## src/rtl/uart_ctrl_pkg.sv

```systemverilog
// rtl/uart_ctrl_pkg.sv - shared state encoding and width helper for the UART transmit arbiter
package uart_ctrl_pkg;

   typedef enum logic [1:0] {IDLE, START, WAIT_DONE} arb_state_t;

   localparam logic [1:0] ST_IDLE      = 2'd0;
   localparam logic [1:0] ST_START     = 2'd1;
   localparam logic [1:0] ST_WAIT_DONE = 2'd2;

   function automatic int gid_w(input int n);
      return (n > 1) ? $clog2(n) : 1;
   endfunction

endpackage

```

## src/rtl/uart_tx_arbiter_if.sv

```systemverilog
// rtl/uart_tx_arbiter_if.sv - requester and UART transmit handshake bundle
interface uart_tx_arbiter_if
   import uart_ctrl_pkg::*;
#(
   parameter int NUM_REQ   = 4,
   parameter int DATA_BITS = 8
);
   localparam int GW = gid_w(NUM_REQ);

   logic [NUM_REQ-1:0]           Req;
   logic [NUM_REQ*DATA_BITS-1:0] Req_Data;
   logic [NUM_REQ-1:0]           Ack;
   logic [NUM_REQ-1:0]           Done;
   logic                         Err;
   logic [GW-1:0]                Grant_Id;
   logic                         Arb_Busy;
   logic [DATA_BITS-1:0]         Tx_Data;
   logic                         Transmit_Start;
   logic                         Tx_Busy;
   logic                         CTS;
   logic                         BIST_Busy;

   modport master (
      input  Req, Req_Data, Tx_Busy, CTS, BIST_Busy,
      output Ack, Done, Err, Grant_Id, Arb_Busy, Tx_Data, Transmit_Start
   );

   modport slave (
      output Req, Req_Data, Tx_Busy, CTS, BIST_Busy,
      input  Ack, Done, Err, Grant_Id, Arb_Busy, Tx_Data, Transmit_Start
   );

endinterface

```

## src/rtl/uart_rr_pick.sv

```systemverilog
// rtl/uart_rr_pick.sv - combinational rotating-priority picker starting at ptr_i
module uart_rr_pick
   import uart_ctrl_pkg::*;
#(
   parameter int NUM_REQ = 4,
   parameter int GW      = gid_w(NUM_REQ)
) (
   input  logic [NUM_REQ-1:0] req_i,
   input  logic [GW-1:0]      ptr_i,
   output logic               valid_o,
   output logic [GW-1:0]      winner_o
);

   logic [GW-1:0] idx;

   // Scan from the farthest offset down so the closest requester to ptr_i wins.
   always_comb begin
      valid_o  = 1'b0;
      winner_o = '0;
      idx      = '0;
      for (int k = NUM_REQ - 1; k >= 0; k--) begin
         idx = GW'((int'(ptr_i) + k) % NUM_REQ);
         if (req_i[idx]) begin
            valid_o  = 1'b1;
            winner_o = idx;
         end
      end
   end

endmodule

```

## src/rtl/uart_tx_arbiter.sv

```systemverilog
// rtl/uart_tx_arbiter.sv - round-robin sharing of one UART transmitter among NUM_REQ requesters
module uart_tx_arbiter
   import uart_ctrl_pkg::*;
#(
   parameter int NUM_REQ       = 4,
   parameter int DATA_BITS     = 8,
   parameter int START_TIMEOUT = 16
) (
   input  logic              Clk,
   input  logic              Rst,
   uart_tx_arbiter_if.master bus
);

   localparam int GW = gid_w(NUM_REQ);
   localparam int CW = (START_TIMEOUT > 1) ? $clog2(START_TIMEOUT) : 1;
   localparam logic [CW-1:0] CNT_LAST = CW'(START_TIMEOUT - 1);

   logic [1:0]           state_q, state_d;
   logic [GW-1:0]        ptr_q, ptr_d, gid_q, gid_d;
   logic [GW-1:0]        pick_id, gid_next;
   logic                 pick_valid;
   logic [CW-1:0]        cnt_q, cnt_d;
   logic [DATA_BITS-1:0] data_q, data_d;
   logic [NUM_REQ-1:0]   ack_q, ack_d, done_q, done_d;
   logic                 start_q, start_d, err_q, err_d, busy_q;
   logic [DATA_BITS-1:0] req_bytes [NUM_REQ];

   always_comb begin
      for (int i = 0; i < NUM_REQ; i++) begin
         req_bytes[i] = bus.Req_Data[i*DATA_BITS +: DATA_BITS];
      end
   end

   uart_rr_pick #(.NUM_REQ(NUM_REQ), .GW(GW)) u_pick (
      .req_i    (bus.Req),
      .ptr_i    (ptr_q),
      .valid_o  (pick_valid),
      .winner_o (pick_id)
   );

   assign gid_next = (gid_q == GW'(NUM_REQ - 1)) ? '0 : gid_q + GW'(1);

   always_comb begin
      state_d = state_q;
      ptr_d   = ptr_q;
      gid_d   = gid_q;
      cnt_d   = cnt_q;
      data_d  = data_q;
      start_d = start_q;
      ack_d   = '0;
      done_d  = '0;
      err_d   = 1'b0;
      case (state_q)
         ST_IDLE: begin
            if (pick_valid && bus.CTS && !bus.BIST_Busy && !bus.Tx_Busy) begin
               ack_d   = NUM_REQ'(1) << pick_id;
               gid_d   = pick_id;
               data_d  = req_bytes[pick_id];
               start_d = 1'b1;
               cnt_d   = '0;
               state_d = ST_START;
            end
         end
         ST_START: begin
            if (bus.Tx_Busy) begin
               start_d = 1'b0;
               state_d = ST_WAIT_DONE;
            end else if (cnt_q == CNT_LAST) begin
               // The UART never acknowledged; give up and move fairness past this requester.
               start_d = 1'b0;
               err_d   = 1'b1;
               ptr_d   = gid_next;
               state_d = ST_IDLE;
            end else begin
               cnt_d = cnt_q + CW'(1);
            end
         end
         ST_WAIT_DONE: begin
            if (!bus.Tx_Busy) begin
               done_d  = NUM_REQ'(1) << gid_q;
               ptr_d   = gid_next;
               state_d = ST_IDLE;
            end
         end
         default: begin
            start_d = 1'b0;
            state_d = ST_IDLE;
         end
      endcase
   end

   always_ff @(posedge Clk or negedge Rst) begin
      if (!Rst) begin
         state_q <= ST_IDLE;
         ptr_q   <= '0;
         gid_q   <= '0;
         cnt_q   <= '0;
         data_q  <= '0;
         start_q <= 1'b0;
         ack_q   <= '0;
         done_q  <= '0;
         err_q   <= 1'b0;
         busy_q  <= 1'b0;
      end else begin
         state_q <= state_d;
         ptr_q   <= ptr_d;
         gid_q   <= gid_d;
         cnt_q   <= cnt_d;
         data_q  <= data_d;
         start_q <= start_d;
         ack_q   <= ack_d;
         done_q  <= done_d;
         err_q   <= err_d;
         busy_q  <= (state_d != ST_IDLE);
      end
   end

   assign bus.Ack            = ack_q;
   assign bus.Done           = done_q;
   assign bus.Err            = err_q;
   assign bus.Grant_Id       = gid_q;
   assign bus.Arb_Busy       = busy_q;
   assign bus.Tx_Data        = data_q;
   assign bus.Transmit_Start = start_q;

endmodule

```

## src/flat_wrapper.sv

```systemverilog
// flat-port wrapper written by rule: the top's interface ports become plain ports
module uart_tx_arbiter_flat import uart_ctrl_pkg::*;
#(
   parameter int NUM_REQ       = 4,
   parameter int DATA_BITS     = 8,
   parameter int START_TIMEOUT = 16
)
  (Clk, Rst, bus_Req, bus_Req_Data, bus_Tx_Busy, bus_CTS, bus_BIST_Busy, bus_Ack, bus_Done, bus_Err, bus_Grant_Id, bus_Arb_Busy, bus_Tx_Data, bus_Transmit_Start);
  uart_tx_arbiter_if #(.NUM_REQ(NUM_REQ), .DATA_BITS(DATA_BITS)) bus_i ();
  input  logic Clk;
  input  logic Rst;
  input wire logic [$bits(bus_i.Req)-1:0] bus_Req;
  input wire logic [$bits(bus_i.Req_Data)-1:0] bus_Req_Data;
  input wire logic [$bits(bus_i.Tx_Busy)-1:0] bus_Tx_Busy;
  input wire logic [$bits(bus_i.CTS)-1:0] bus_CTS;
  input wire logic [$bits(bus_i.BIST_Busy)-1:0] bus_BIST_Busy;
  output wire logic [$bits(bus_i.Ack)-1:0] bus_Ack;
  output wire logic [$bits(bus_i.Done)-1:0] bus_Done;
  output wire logic [$bits(bus_i.Err)-1:0] bus_Err;
  output wire logic [$bits(bus_i.Grant_Id)-1:0] bus_Grant_Id;
  output wire logic [$bits(bus_i.Arb_Busy)-1:0] bus_Arb_Busy;
  output wire logic [$bits(bus_i.Tx_Data)-1:0] bus_Tx_Data;
  output wire logic [$bits(bus_i.Transmit_Start)-1:0] bus_Transmit_Start;
  assign bus_i.Req = bus_Req;
  assign bus_i.Req_Data = bus_Req_Data;
  assign bus_i.Tx_Busy = bus_Tx_Busy;
  assign bus_i.CTS = bus_CTS;
  assign bus_i.BIST_Busy = bus_BIST_Busy;
  assign bus_Ack = bus_i.Ack;
  assign bus_Done = bus_i.Done;
  assign bus_Err = bus_i.Err;
  assign bus_Grant_Id = bus_i.Grant_Id;
  assign bus_Arb_Busy = bus_i.Arb_Busy;
  assign bus_Tx_Data = bus_i.Tx_Data;
  assign bus_Transmit_Start = bus_i.Transmit_Start;
  uart_tx_arbiter #(.NUM_REQ(NUM_REQ), .DATA_BITS(DATA_BITS), .START_TIMEOUT(START_TIMEOUT)) u_core (.Clk(Clk), .Rst(Rst), .bus(bus_i));
endmodule
```

## config.mk

```make
export PLATFORM = sky130hd
export DESIGN_NAME = uart_tx_arbiter_flat
export DESIGN_NICKNAME = d
export VERILOG_FILES = /design/src/rtl/uart_ctrl_pkg.sv /design/src/rtl/uart_tx_arbiter_if.sv /design/src/rtl/uart_rr_pick.sv /design/src/rtl/uart_tx_arbiter.sv /design/src/flat_wrapper.sv
export SDC_FILE = /design/constraint.sdc
export NUM_CORES = 1
export LEC_CHECK = 0
export ABC_AREA = 0
export CAP_MARGIN = 20
export CORE_MARGIN = 10
export CORE_UTILIZATION = 25
export CTS_BUF_LIST = sky130_fd_sc_hd__clkbuf_8
export CTS_CLUSTER_DIAMETER = 50
export CTS_CLUSTER_SIZE = 25
export DETAILED_ROUTE_END_ITERATION = 6
export GPL_TIMING_DRIVEN = 0
export MAX_ROUTING_LAYER = met4
export PLACE_DENSITY_LB_ADDON = 0.08
export SLEW_MARGIN = 15
export SYNTH_ARGS = -nofsm -noshare
export SYNTH_HDL_FRONTEND = slang
export SYNTH_SLANG_ARGS = --single-unit
```

## constraint.sdc

```tcl
create_clock -name Clk -period 1.6 [get_ports Clk]
set_input_delay 0.48 -clock Clk [delete_from_list [all_inputs] [get_ports Clk]]
set_output_delay 0.48 -clock Clk [all_outputs]
set_load 0.02 [all_outputs]
```

# Yosys cells after proc, flatten, opt, wreduce, memory -nomap -nowiden
# Index checks and enable logic that the tools add are counted.
# W data, S select, Z words.
[totals]
regBits = 29
elab_cells = 91
out_inout_bits = 21
[op_classes]
reduce_logical = 13
bitwise = 2
n_mux = 44
n_lt_le_gt_ge = 5
n_eq_ne = 10
add_sub_neg = 5
shifts = 2
[op_table]
columns = ["operator", "count"]
rows = [
  ["$mux W4", 7],
  ["$mux W2", 12],
  ["$bmux W8 S2", 1],
  ["$mux W8", 2],
  ["$mux W1", 14],
  ["$lt A2 B3 Y1 const B", 4],
  ["$bmux W1 S2", 4],
  ["$pmux W4 S2", 1],
  ["$reduce_and A4 Y1", 2],
  ["$shl A1 B2 Y4 const A", 2],
  ["$ne A2 B2 Y1 const B", 3],
  ["$pmux W2 S3", 1],
  ["$reduce_bool A2 Y1", 3],
  ["$add A2 B1 Y2 const B", 2],
  ["$add A2 B2 Y2 const B", 2],
  ["$add A4 B1 Y4 const B", 1],
  ["$eq A2 B2 Y1 const B", 2],
  ["$eq A4 B4 Y1 const B", 1],
  ["$ne A2 B1 Y1 const B", 2],
  ["$pmux W2 S2", 1],
  ["$ge A3 B3 Y1 const B", 1],
  ["$logic_and A1 B1 Y1", 3],
  ["$ne A3 B2 Y1 const B", 1],
  ["$not A2 Y3", 1],
  ["7 further kinds", 8],
]

# Depth between registers and ports, before layout
# Gate-level depths: netlist of the first run.
[depth]
word_depth = 13
mapped_depth = 6
depth_no_buf = 6

# Cells and area by module
# A second synthesis of the first run with hierarchy kept.
[unflattened]
hier_cells = 124
area_unflattened_um2 = 1582.8
[modules_own_cells]
columns = ["module", "n_inst", "area_each_um2", "seq_area_each_um2", "cells_per_inst"]
rows = [
  ["uart_tx_arbiter", 1, 1505.2, 725.7, 111],
  ["uart_rr_pick", 1, 77.6, 0.0, 13],
]

# Least setup slack after synthesis of the first run
# OpenSTA, ideal clock, no wires.
[synth_timing]
kind = "input-to-reg"
from = "input port bus_Tx_Busy"
to = "register u_core.data_q[0], in the netlist u_core.bus.Tx_Data[0]"
stages = 5
setup_slack_ns = -0.195
t_arrival_ns = 1.653
n_path_buf = 1
required_ns = 1.458
cell_sequence = "or2_4 -> or4_4 -> buf_6 -> a31oi_4 -> a311oi_1"
[synth_between]
elab_chain_len = 3
[synth_lines]
columns = ["element", "line", "rtl"]
rows = [
  ["start: declaration", "flat_wrapper.sv:14", "input wire logic [$bits(bus_i.Tx_Busy)-1:0] bus_Tx_Busy;"],
  ["$logic_not A1 Y1", "uart_tx_arbiter.sv:55", "if (pick_valid && bus.CTS && !bus.BIST_Busy && !bus.Tx_Busy) begin"],
  ["$logic_and A1 B1 Y1", "uart_tx_arbiter.sv:55", ""],
  ["$reduce_and A2 Y1 (no source line)", "n/a", ""],
  ["end signal: assignment", "uart_tx_arbiter.sv:109", "data_q <= data_d;"],
  ["end: declaration", "uart_tx_arbiter.sv:23", "logic [DATA_BITS-1:0] data_q, data_d;"],
]
# No other way between the ends.
# A chain may end at the register's enable or synchronous reset.

# Worst setup path in the final report of the first run
[layout_timing]
from = "register u_core.state_q[0]"
to = "register u_core.data_q[6], in the netlist u_core.bus.Tx_Data[6]"
[layout_between]
elab_chain_len = 2
[layout_lines]
columns = ["element", "line", "rtl"]
rows = [
  ["start: declaration", "uart_tx_arbiter.sv:18", "logic [1:0] state_q, state_d;"],
  ["start signal: assignment", "uart_tx_arbiter.sv:105", "state_q <= state_d;"],
  ["$logic_not A2 Y1", "uart_tx_arbiter.sv:53", "case (state_q)"],
  ["$reduce_and A2 Y1 (no source line)", "n/a", ""],
]
# No other way between the ends.

==> impl_metrics.prom, run 1 <==
# TYPE chip_impl_metric gauge
chip_impl_info{name="run_status",value="finished, violations left"} 1
chip_impl_info{name="violated_checks",value="negative setup slack"} 1
chip_impl_metric{name="yosysTopAreaCellShare",unit=""} 0.481
chip_impl_info{name="mostFrequentLayoutCells",value="sky130_fd_sc_hd__clkdlybuf4s50_1 (32), sky130_fd_sc_hd__dfrtp_1 (28), sky130_fd_sc_hd__nand2_1 (25), sky130_fd_sc_hd__dlygate4sd2_1 (22), sky130_fd_sc_hd__nor2_1 (15)"} 1
chip_impl_metric{name="grt_start_max_net_pins",unit=""} 30
chip_impl_metric{name="routed_wire_length_per_instance",unit="um"} 16.0
chip_impl_metric{name="place.detailed.hpwl",unit="um"} 3650
chip_impl_metric{name="post_synth_instance_area",unit="um2"} 1510
chip_impl_metric{name="syn-instance-count",unit=""} 155
chip_impl_metric{name="syn_area_per_cell",unit="um2"} 9.74
chip_impl_metric{name="synth_compound_area_frac",unit=""} 0.142
chip_impl_metric{name="layout_cells_sized_above_1",unit=""} 0.237
chip_impl_info{name="worst_setup_path_start_kind",value="register"} 1
chip_impl_metric{name="yosys_register_bits",unit=""} 29
chip_impl_metric{name="antenna_found_initial",unit=""} 0
chip_impl_metric{name="final.setup.worst_slack",unit="ns"} -0.205
chip_impl_metric{name="ys.warnings.count",unit=""} 0
chip_impl_metric{name="gr-usage-all-layers",unit=""} 0.108
chip_impl_metric{name="drt-vias-per-instance",unit=""} 4.69
chip_impl_info{name="tritoncts",value="yes"} 1
chip_impl_metric{name="die_area",unit="um2"} 9550
chip_impl_metric{name="timing.critical_path.required",unit="ns"} 1.75
chip_impl_metric{name="maxSlewViolCount",unit=""} 0
chip_impl_metric{name="placed_cell_area",unit="um2"} 2210
chip_impl_metric{name="ir_worst_vdd",unit="V"} 0.000476
chip_impl_metric{name="grt_pass1_vias",unit=""} 1600
chip_impl_metric{name="max_cap_viol_count",unit=""} 0
chip_impl_metric{name="final_wirelength",unit="um"} 4980
chip_impl_metric{name="final_cell_area",unit="um2"} 2510
chip_impl_metric{name="timing.final.setup_violations",unit=""} 10
chip_impl_metric{name="finalNetCount",unit=""} 282
chip_impl_info{name="synth-main-ff-cell",value="sky130_fd_sc_hd__dfrtp_1"} 1
chip_impl_metric{name="timing_hold_violations_final",unit=""} 0
chip_impl_info{name="synth_top_family_by_area",value="simple AND/OR/NAND/NOR gates"} 1
chip_impl_metric{name="gp_congestion",unit=""} 0.764
chip_impl_metric{name="synth.distinct_cells",unit=""} 35
chip_impl_metric{name="clock_latency",unit="ns"} 0.27
chip_impl_metric{name="worst_setup_hold_path_clk_slew",unit="ns"} 0.06
chip_impl_metric{name="hold_buf_count_cts",unit=""} 0
chip_impl_metric{name="yosysSeqAreaShare",unit=""} 0.481
chip_impl_metric{name="fillCellCount",unit=""} 571
chip_impl_metric{name="postSynthNetCount",unit=""} 201
chip_impl_metric{name="detail_route.iter0.violations",unit=""} 68
chip_impl_metric{name="io_buffers",unit=""} 61
chip_impl_metric{name="clock_skew",unit="ns"} 0.00244
chip_impl_metric{name="power.leakage",unit="nW"} 1.15
chip_impl_info{name="largest_area_contributor_in_the_netlist",value="sky130_fd_sc_hd__dfrtp_1"} 1
chip_impl_info{name="worstSetupPathType",value="register to register"} 1
chip_impl_metric{name="start_util",unit=""} 0.257
chip_impl_metric{name="fp.dieW",unit="um"} 97.7
chip_impl_metric{name="timing_worst_slew_pin_value",unit="ns"} 0.649
chip_impl_metric{name="ioPinCount",unit=""} 62
chip_impl_metric{name="fin_util",unit=""} 0.427
chip_impl_info{name="post_synth_main_area_contributors",value="sky130_fd_sc_hd__dfrtp_1 (48%), sky130_fd_sc_hd__nand2_1 (6.2%), sky130_fd_sc_hd__and2_1 (5.8%)"} 1
chip_impl_metric{name="synth_to_layout_area_growth",unit="%"} 66.4
chip_impl_info{name="min_path_type",value="primary input to async pin"} 1
chip_impl_metric{name="clock_tree.buffer_depth",unit=""} 2
chip_impl_metric{name="number_of_enable_type_register_cells_in_the_synthesized_netlist",unit=""} 0
chip_impl_metric{name="final_antenna_net_count",unit=""} 0
chip_impl_metric{name="min_period_over_period",unit=""} 1.13
chip_impl_metric{name="grt_pass1_wl",unit="um"} 8250
chip_impl_metric{name="clock_sink_count",unit=""} 29
chip_impl_metric{name="cts_htree_levels",unit=""} 2
chip_impl_info{name="master_cell_of_the_clock_root_buffer",value="sky130_fd_sc_hd__clkbuf_8"} 1
chip_impl_info{name="setup.worst_path.end_class",value="register"} 1
chip_impl_metric{name="die_h",unit="um"} 97.7
chip_impl_metric{name="drt_pass1_iterations",unit=""} 4
chip_impl_metric{name="power_per_cell_area",unit="nW/um2"} 1210
chip_impl_metric{name="via_count",unit=""} 1458
chip_impl_metric{name="insertedDiodeCount",unit=""} 0
chip_impl_info{name="layout_commonest_cell",value="sky130_fd_sc_hd__clkdlybuf4s50_1"} 1
chip_impl_metric{name="synthArstFlopShare",unit=""} 1.00
chip_impl_metric{name="slew-limit-headroom",unit=""} 0.567
chip_impl_metric{name="cts_buffers",unit=""} 5
chip_impl_metric{name="crit_fanout",unit=""} 4
chip_impl_metric{name="core_area",unit="um2"} 5890
chip_impl_metric{name="gr-total-overflow",unit=""} 0
chip_impl_metric{name="worstPathArrival",unit="ns"} 1.95
chip_impl_metric{name="yosys.area_share.simple",unit=""} 0.279
chip_impl_metric{name="timing.final.crit_period",unit="ns"} 1.80
chip_impl_metric{name="drc_errors",unit=""} 0
chip_impl_metric{name="muxShareOfSynthArea",unit=""} 0.0149
chip_impl_info{name="rsz_0062_raised_after_global_routing",value="true"} 1
chip_impl_metric{name="timing.fmax",unit="MHz"} 554
chip_impl_metric{name="synth_adder_area_share",unit=""} 0.0414
chip_impl_metric{name="row_count",unit=""} 28
chip_impl_metric{name="yosys.area_share.xor_xnor",unit=""} 0.0116
==> state kept, by name, summed over array words and instances, names as in the netlist, 2 cells and up <==
signal,cells
u_core.bus.Grant_Id,2
u_core.bus.Ack,4
u_core.bus.Done,4
u_core.ptr_q,2
u_core.bus.Tx_Data,8
u_core.state_q,2
u_core.cnt_q,4
==> synthesized netlist by cell type, types with 2 or more instances <==
cell / instances
sky130_fd_sc_hd__nor2b_1: 2
sky130_fd_sc_hd__inv_1: 5
sky130_fd_sc_hd__nand3_1: 7
sky130_fd_sc_hd__and3_1: 3
sky130_fd_sc_hd__o21ai_1: 3
sky130_fd_sc_hd__nand2_1: 25
sky130_fd_sc_hd__o21ai_0: 4
sky130_fd_sc_hd__clkbuf_1: 2
sky130_fd_sc_hd__xor2_1: 2
sky130_fd_sc_hd__dfrtp_1: 29
sky130_fd_sc_hd__ha_1: 5
sky130_fd_sc_hd__a311oi_1: 8
sky130_fd_sc_hd__nand2b_1: 2
sky130_fd_sc_hd__nor2_1: 16
sky130_fd_sc_hd__mux2_2: 2
sky130_fd_sc_hd__a221oi_1: 7
sky130_fd_sc_hd__or3_1: 2
sky130_fd_sc_hd__and2_1: 14
==> cell type report <==
type,instances,area (um2),share of cell area
Multi-Input combinational cell,116,871,0.347
Timing Repair Buffer,76,696,0.277
Buffer,3,20.0,0.00797
Tap cell,75,93.8,0.0374
Clock inverter,1,3.75,0.00149
Clock buffer,6,82.6,0.0329
Inverter,5,18.8,0.00747
Sequential cell,29,727,0.289
==> through the flow <==
step	cells	setup slack (ns)	setup TNS, ns	power, mW	hold WS (ns)
floorplan	155	-0.194	-1.71	1.78	0.184
global placement	291	-1.17	-29.96	2.36	0.457
detailed placement	291	-1.21	-18.39	2.38	0.463
CTS	307	-0.286	-2.27	3.00	0.252
global route	311	-0.287	-2.43	3.28	0.297
finish	311	-0.205	-1.48	3.05	0.236
==> worst max-delay path, stage by stage (launching register included) <==
cell	delay [ns]
sky130_fd_sc_hd__dfrtp_2	0.40
sky130_fd_sc_hd__nand2b_4	0.15
sky130_fd_sc_hd__nor4_4	0.38
sky130_fd_sc_hd__nand4_1	0.24
sky130_fd_sc_hd__buf_4	0.23
sky130_fd_sc_hd__a221oi_2	0.21
sky130_fd_sc_hd__a311oi_1	0.08
==> report_power, final <==
part | leakage [nW] | switching [mW] | total [mW] | internal (mW)
clock network | 0.0485 | 0.251 | 0.585 | 0.334
logic | 0.735 | 0.763 | 1.37 | 0.603
registers | 0.367 | 0.159 | 1.10 | 0.936
==> worst paths after layout <==
path                                                       startpoint                                    end  slack, ns  depth (start not counted)
worst max-delay path                      u_core.state_q[0]$_DFF_PN0_      u_core.bus.Tx_Data[6]$_DFFE_PN0P_      -0.20                          6
worst min-delay path                                              Rst          u_core.bus.Arb_Busy$_DFF_PN0_       0.24                          1
worst max register to register            u_core.state_q[0]$_DFF_PN0_      u_core.bus.Tx_Data[6]$_DFFE_PN0P_      -0.20                          6
worst min register to register  u_core.bus.Transmit_Start$_DFFE_PN0P_  u_core.bus.Transmit_Start$_DFFE_PN0P_       0.47                          2
max in group asynchronous                                         Rst            u_core.state_q[0]$_DFF_PN0_       0.91                          1
min in group Clk                u_core.bus.Transmit_Start$_DFFE_PN0P_  u_core.bus.Transmit_Start$_DFFE_PN0P_       0.47                          2
==> kinds of logic (layout without fill, tap and decap cells) <==
kind of cell             after synthesis  count (layout)
adder cells (fa/ha/maj)                5               5
AO/OA/AOI/OAI                         27              27
AND/OR/NAND/NOR                       80              80
flip-flops                            29              29
multiplexers                           2               2
buffers and inverters                 10              91
XOR/XNOR                               2               2
==> what timing repair did <==
item | 4_1_cts | 5_1_grt
hold endpoints to repair | 0 | 0
pin swaps | 11 | 7
buffers inserted | 10 | 4
cloned | 1 | 0
setup endpoints to repair | 44 | 21
gates resized for setup | 61 | 15
==> routing by layer <==
metal	share of wire	vias up	global-route usage
met5	0	-	-
met4	0.023	0	0.0515
met3	0.054	8	0.0306
met2	0.48	54	0.171
met1	0.44	683	0.124
li1	-	713	-
No activity file was read; power rests on OpenSTA's default activity.
==> run 2, diff against run 1 <==
Settings changed: ABC_AREA 0 to 1.
==> impl_metrics.prom, run 2 <==
# TYPE chip_impl_metric gauge
chip_impl_metric{name="timing.final.crit_period",unit="ns"} 1.86
chip_impl_metric{name="die_h",unit="um"} 106
chip_impl_metric{name="cts_htree_levels",unit=""} 2
chip_impl_metric{name="detail_route.iter0.violations",unit=""} 78
chip_impl_metric{name="syn_area_per_cell",unit="um2"} 7.10
chip_impl_metric{name="hold_buf_count_cts",unit=""} 0
chip_impl_metric{name="gr-total-overflow",unit=""} 0
chip_impl_metric{name="insertedDiodeCount",unit=""} 0
chip_impl_info{name="critical_path.reg2reg.endpoint",value="u_core.bus.Tx_Data[1]$_DFFE_PN0P_"} 1
chip_impl_metric{name="synth_to_layout_area_growth",unit="%"} 81.9
chip_impl_metric{name="worstPathArrival",unit="ns"} 2.03
chip_impl_metric{name="io_buffers",unit=""} 61
chip_impl_metric{name="antenna_found_initial",unit=""} 0
chip_impl_metric{name="clock_skew",unit="ns"} 0.0105
chip_impl_metric{name="ioPinCount",unit=""} 62
chip_impl_metric{name="ir_worst_vdd",unit="V"} 0.000790
chip_impl_metric{name="drc_errors",unit=""} 0
chip_impl_metric{name="row_count",unit=""} 31
chip_impl_info{name="worst_setup_path_start_kind",value="register"} 1
chip_impl_metric{name="post_synth_instance_area",unit="um2"} 1840
chip_impl_metric{name="yosysTopAreaCellShare",unit=""} 0.395
chip_impl_metric{name="timing_hold_violations_final",unit=""} 0
chip_impl_metric{name="yosys_register_bits",unit=""} 29
chip_impl_info{name="tritoncts",value="yes"} 1
chip_impl_metric{name="worstRegToRegCells",unit=""} 12
chip_impl_info{name="setup.worst_path.end_class",value="register"} 1
chip_impl_metric{name="core_area",unit="um2"} 7210
chip_impl_metric{name="synth.distinct_cells",unit=""} 23
chip_impl_info{name="synth_most_common_cell",value="sky130_fd_sc_hd__nand2_1"} 1
chip_impl_metric{name="crit_fanout",unit=""} 7
chip_impl_metric{name="yosysSeqAreaShare",unit=""} 0.395
chip_impl_metric{name="final.setup.worst_slack",unit="ns"} -0.263
chip_impl_metric{name="final_wirelength",unit="um"} 5770
chip_impl_metric{name="setup_slack_of_the_most_critical_reg_to_reg_path",unit="ns"} -0.26
chip_impl_metric{name="slew-limit-headroom",unit=""} 0.560
chip_impl_metric{name="number_of_enable_type_register_cells_in_the_synthesized_netlist",unit=""} 0
chip_impl_info{name="rsz_0062_raised_after_global_routing",value="true"} 1
chip_impl_metric{name="drt_pass1_iterations",unit=""} 4
chip_impl_metric{name="worst_setup_hold_path_clk_slew",unit="ns"} 0.07
chip_impl_metric{name="postSynthNetCount",unit=""} 305
chip_impl_metric{name="gp_congestion",unit=""} 0.784
chip_impl_info{name="master_cell_of_the_clock_root_buffer",value="sky130_fd_sc_hd__clkbuf_8"} 1
chip_impl_metric{name="gr-usage-all-layers",unit=""} 0.102
chip_impl_metric{name="via_count",unit=""} 1915
chip_impl_metric{name="clock_tree.buffer_depth",unit=""} 2
chip_impl_metric{name="ys.warnings.count",unit=""} 0
chip_impl_info{name="violated_checks",value="negative setup slack"} 1
chip_impl_info{name="largest_area_contributor_in_the_netlist",value="sky130_fd_sc_hd__dfrtp_1"} 1
chip_impl_metric{name="grt_pass1_vias",unit=""} 1974
chip_impl_metric{name="final_cell_area",unit="um2"} 3350
chip_impl_info{name="post_synth_main_area_contributors",value="sky130_fd_sc_hd__dfrtp_1 (39%), sky130_fd_sc_hd__nand2_1 (14%), sky130_fd_sc_hd__nand3_1 (11%)"} 1
chip_impl_metric{name="maxSlewViolCount",unit=""} 0
chip_impl_info{name="min_path_type",value="primary input to async pin"} 1
chip_impl_info{name="synth_top_cells_by_count",value="sky130_fd_sc_hd__nand2_1 (71), sky130_fd_sc_hd__inv_1 (53), sky130_fd_sc_hd__nand3_1 (40)"} 1
chip_impl_metric{name="grt_pass1_wl",unit="um"} 9090
chip_impl_metric{name="place.detailed.hpwl",unit="um"} 4070
chip_impl_metric{name="start_util",unit=""} 0.255
chip_impl_metric{name="die_area",unit="um2"} 11200
chip_impl_metric{name="timing_worst_slew_pin_value",unit="ns"} 0.660
chip_impl_info{name="layout_commonest_cell",value="sky130_fd_sc_hd__inv_1"} 1
chip_impl_metric{name="max_cap_viol_count",unit=""} 0
chip_impl_metric{name="grt_start_max_net_pins",unit=""} 30
chip_impl_info{name="run_status",value="finished, violations left"} 1
chip_impl_metric{name="synthArstFlopShare",unit=""} 1.00
chip_impl_metric{name="drt-vias-per-instance",unit=""} 4.22
chip_impl_metric{name="clock_sink_count",unit=""} 29
chip_impl_metric{name="finalNetCount",unit=""} 400
chip_impl_metric{name="largest_reg_flops",unit=""} 8
chip_impl_info{name="setup.worst_path.start",value="u_core.ptr_q[0]$_DFFE_PN0P_"} 1
chip_impl_info{name="synth-main-ff-cell",value="sky130_fd_sc_hd__dfrtp_1"} 1
chip_impl_metric{name="timing.fmax",unit="MHz"} 537
chip_impl_info{name="mostFrequentLayoutCells",value="sky130_fd_sc_hd__inv_1 (49), sky130_fd_sc_hd__nand2_1 (43), sky130_fd_sc_hd__clkdlybuf4s50_1 (35), sky130_fd_sc_hd__nand2_2 (28), sky130_fd_sc_hd__dfrtp_1 (27)"} 1
chip_impl_metric{name="layout_cells_sized_above_1",unit=""} 0.358
chip_impl_metric{name="fp.dieW",unit="um"} 106
chip_impl_metric{name="clock_latency",unit="ns"} 0.28
chip_impl_metric{name="routed_wire_length_per_instance",unit="um"} 12.7
chip_impl_metric{name="timing.critical_path.required",unit="ns"} 1.76
chip_impl_info{name="capture_point_of_the_critical_path",value="u_core.bus.Tx_Data[1]$_DFFE_PN0P_"} 1
chip_impl_metric{name="fin_hold_ws",unit="ns"} 0.224
chip_impl_metric{name="min_period_over_period",unit=""} 1.16
chip_impl_metric{name="timing.final.setup_violations",unit=""} 21
chip_impl_metric{name="final_antenna_net_count",unit=""} 0
chip_impl_info{name="reg2reg_from",value="u_core.ptr_q[0]$_DFFE_PN0P_"} 1
chip_impl_metric{name="syn-instance-count",unit=""} 259
chip_impl_metric{name="power.leakage",unit="nW"} 1.78
chip_impl_metric{name="cts_buffers",unit=""} 5
chip_impl_metric{name="power_per_cell_area",unit="nW/um2"} 2060
chip_impl_metric{name="placed_cell_area",unit="um2"} 2580
chip_impl_info{name="worstSetupPathType",value="register to register"} 1
-- run 2: cell types whose count changed in the layout (fill, tap and decap cells not counted), sizes merged, moves of 8 or more --
cell | before | now
a311oi | 8 | 0
and2 | 14 | 0
buf | 19 | 34
inv | 6 | 54
nand3 | 7 | 42
nand2 | 25 | 84
-- run 2: cells by family (layout without fill, tap and decap cells) --
| kind of cell | Yosys count | count (layout) | share of synthesized area |
|---|---|---|---|
| compound gates | 15 | 15 | 0.0469 |
| buf+inv | 60 | 156 | 0.142 |
| fa+ha+maj | 5 | 5 | 0.0340 |
| xor+xnor | 1 | 1 | 0.00476 |
| simple gates | 149 | 149 | 0.378 |
| flops | 29 | 29 | 0.395 |
-- run 2: worst min path at each step --
stage / to / slack, ns / depth (start not counted)
4_1_cts: u_core.ptr_q[1]$_DFFE_PN0P_ / 0.25 / 1
6_report: u_core.bus.Ack[3]$_DFF_PN0_ / 0.22 / 1
5_1_grt: u_core.ptr_q[0]$_DFFE_PN0P_ / 0.27 / 1
3_5_place_dp: u_core.bus.Tx_Data[0]$_DFFE_PN0P_ / 0.46 / 2
2_1_floorplan: u_core.bus.Ack[0]$_DFF_PN0_ / 0.18 / 0
3_3_place_gp: u_core.bus.Tx_Data[0]$_DFFE_PN0P_ / 0.47 / 2
-- run 2: what timing repair did --
| item | in CTS | in global routing |
|---|---|---|
| gates cloned | 3 | 2 |
| pin swaps | 27 | 33 |
| setup buffers | 18 | 5 |
| setup endpoints to repair | 42 | 21 |
| resized for setup | 94 | 46 |
-- run 2: stage by stage --
stage	util	std cells	power, mW	TNS (ns)	setup WS, ns
final	0.464	454	6.90	-3.81	-0.263
after global routing	0.464	454	7.43	-5.69	-0.365
after CTS	0.431	448	6.38	-2.98	-0.233
after detailed placement	0.358	419	4.18	-14.10	-0.810
after global placement	0.358	419	4.19	-27.21	-0.785
after floorplan	-	259	3.26	-0.391	-0.0508
-- run 2: power by group --
group          internal [mW]  total, mW  switching [mW]
Clock                  0.501      0.787           0.286
Combinational           2.33       4.95            2.61
Sequential             0.959       1.16           0.206
-- run 2: area by class of cell --
class | count | area, um2
well taps | 99 | 124
inverters | 53 | 201
multi-input cells | 170 | 1200
flip-flops and latches | 29 | 728
fillers | 729 | 3870
repair buffers | 89 | 888
clock inverters | 2 | 33.8
clock buffers | 6 | 82.6
plain buffers | 6 | 83.8
-- run 2: worst max-delay path: stages (launching register included) --
cell and delay, ns:
sky130_fd_sc_hd__dfrtp_2 0.48, sky130_fd_sc_hd__buf_6 0.16, sky130_fd_sc_hd__o21ai_4 0.20, sky130_fd_sc_hd__nand2_2 0.09, sky130_fd_sc_hd__nand3_4 0.11, sky130_fd_sc_hd__nand3_4 0.14, sky130_fd_sc_hd__nand2_8 0.15, sky130_fd_sc_hd__buf_16 0.14
sky130_fd_sc_hd__nand2_2 0.05, sky130_fd_sc_hd__nand3_2 0.06, sky130_fd_sc_hd__nand2_2 0.05, sky130_fd_sc_hd__nand2_1 0.06, sky130_fd_sc_hd__nand2_1 0.05
-- run 2: metal layers --
metal / vias to the layer above / GRT usage / share of wire
met1: 882 / 0.116 / 0.46
met2: 47 / 0.167 / 0.48
li1: 982 / - / -
met4: 0 / 0.0232 / 0.0059
met5: - / - / 0
met3: 4 / 0.0365 / 0.060
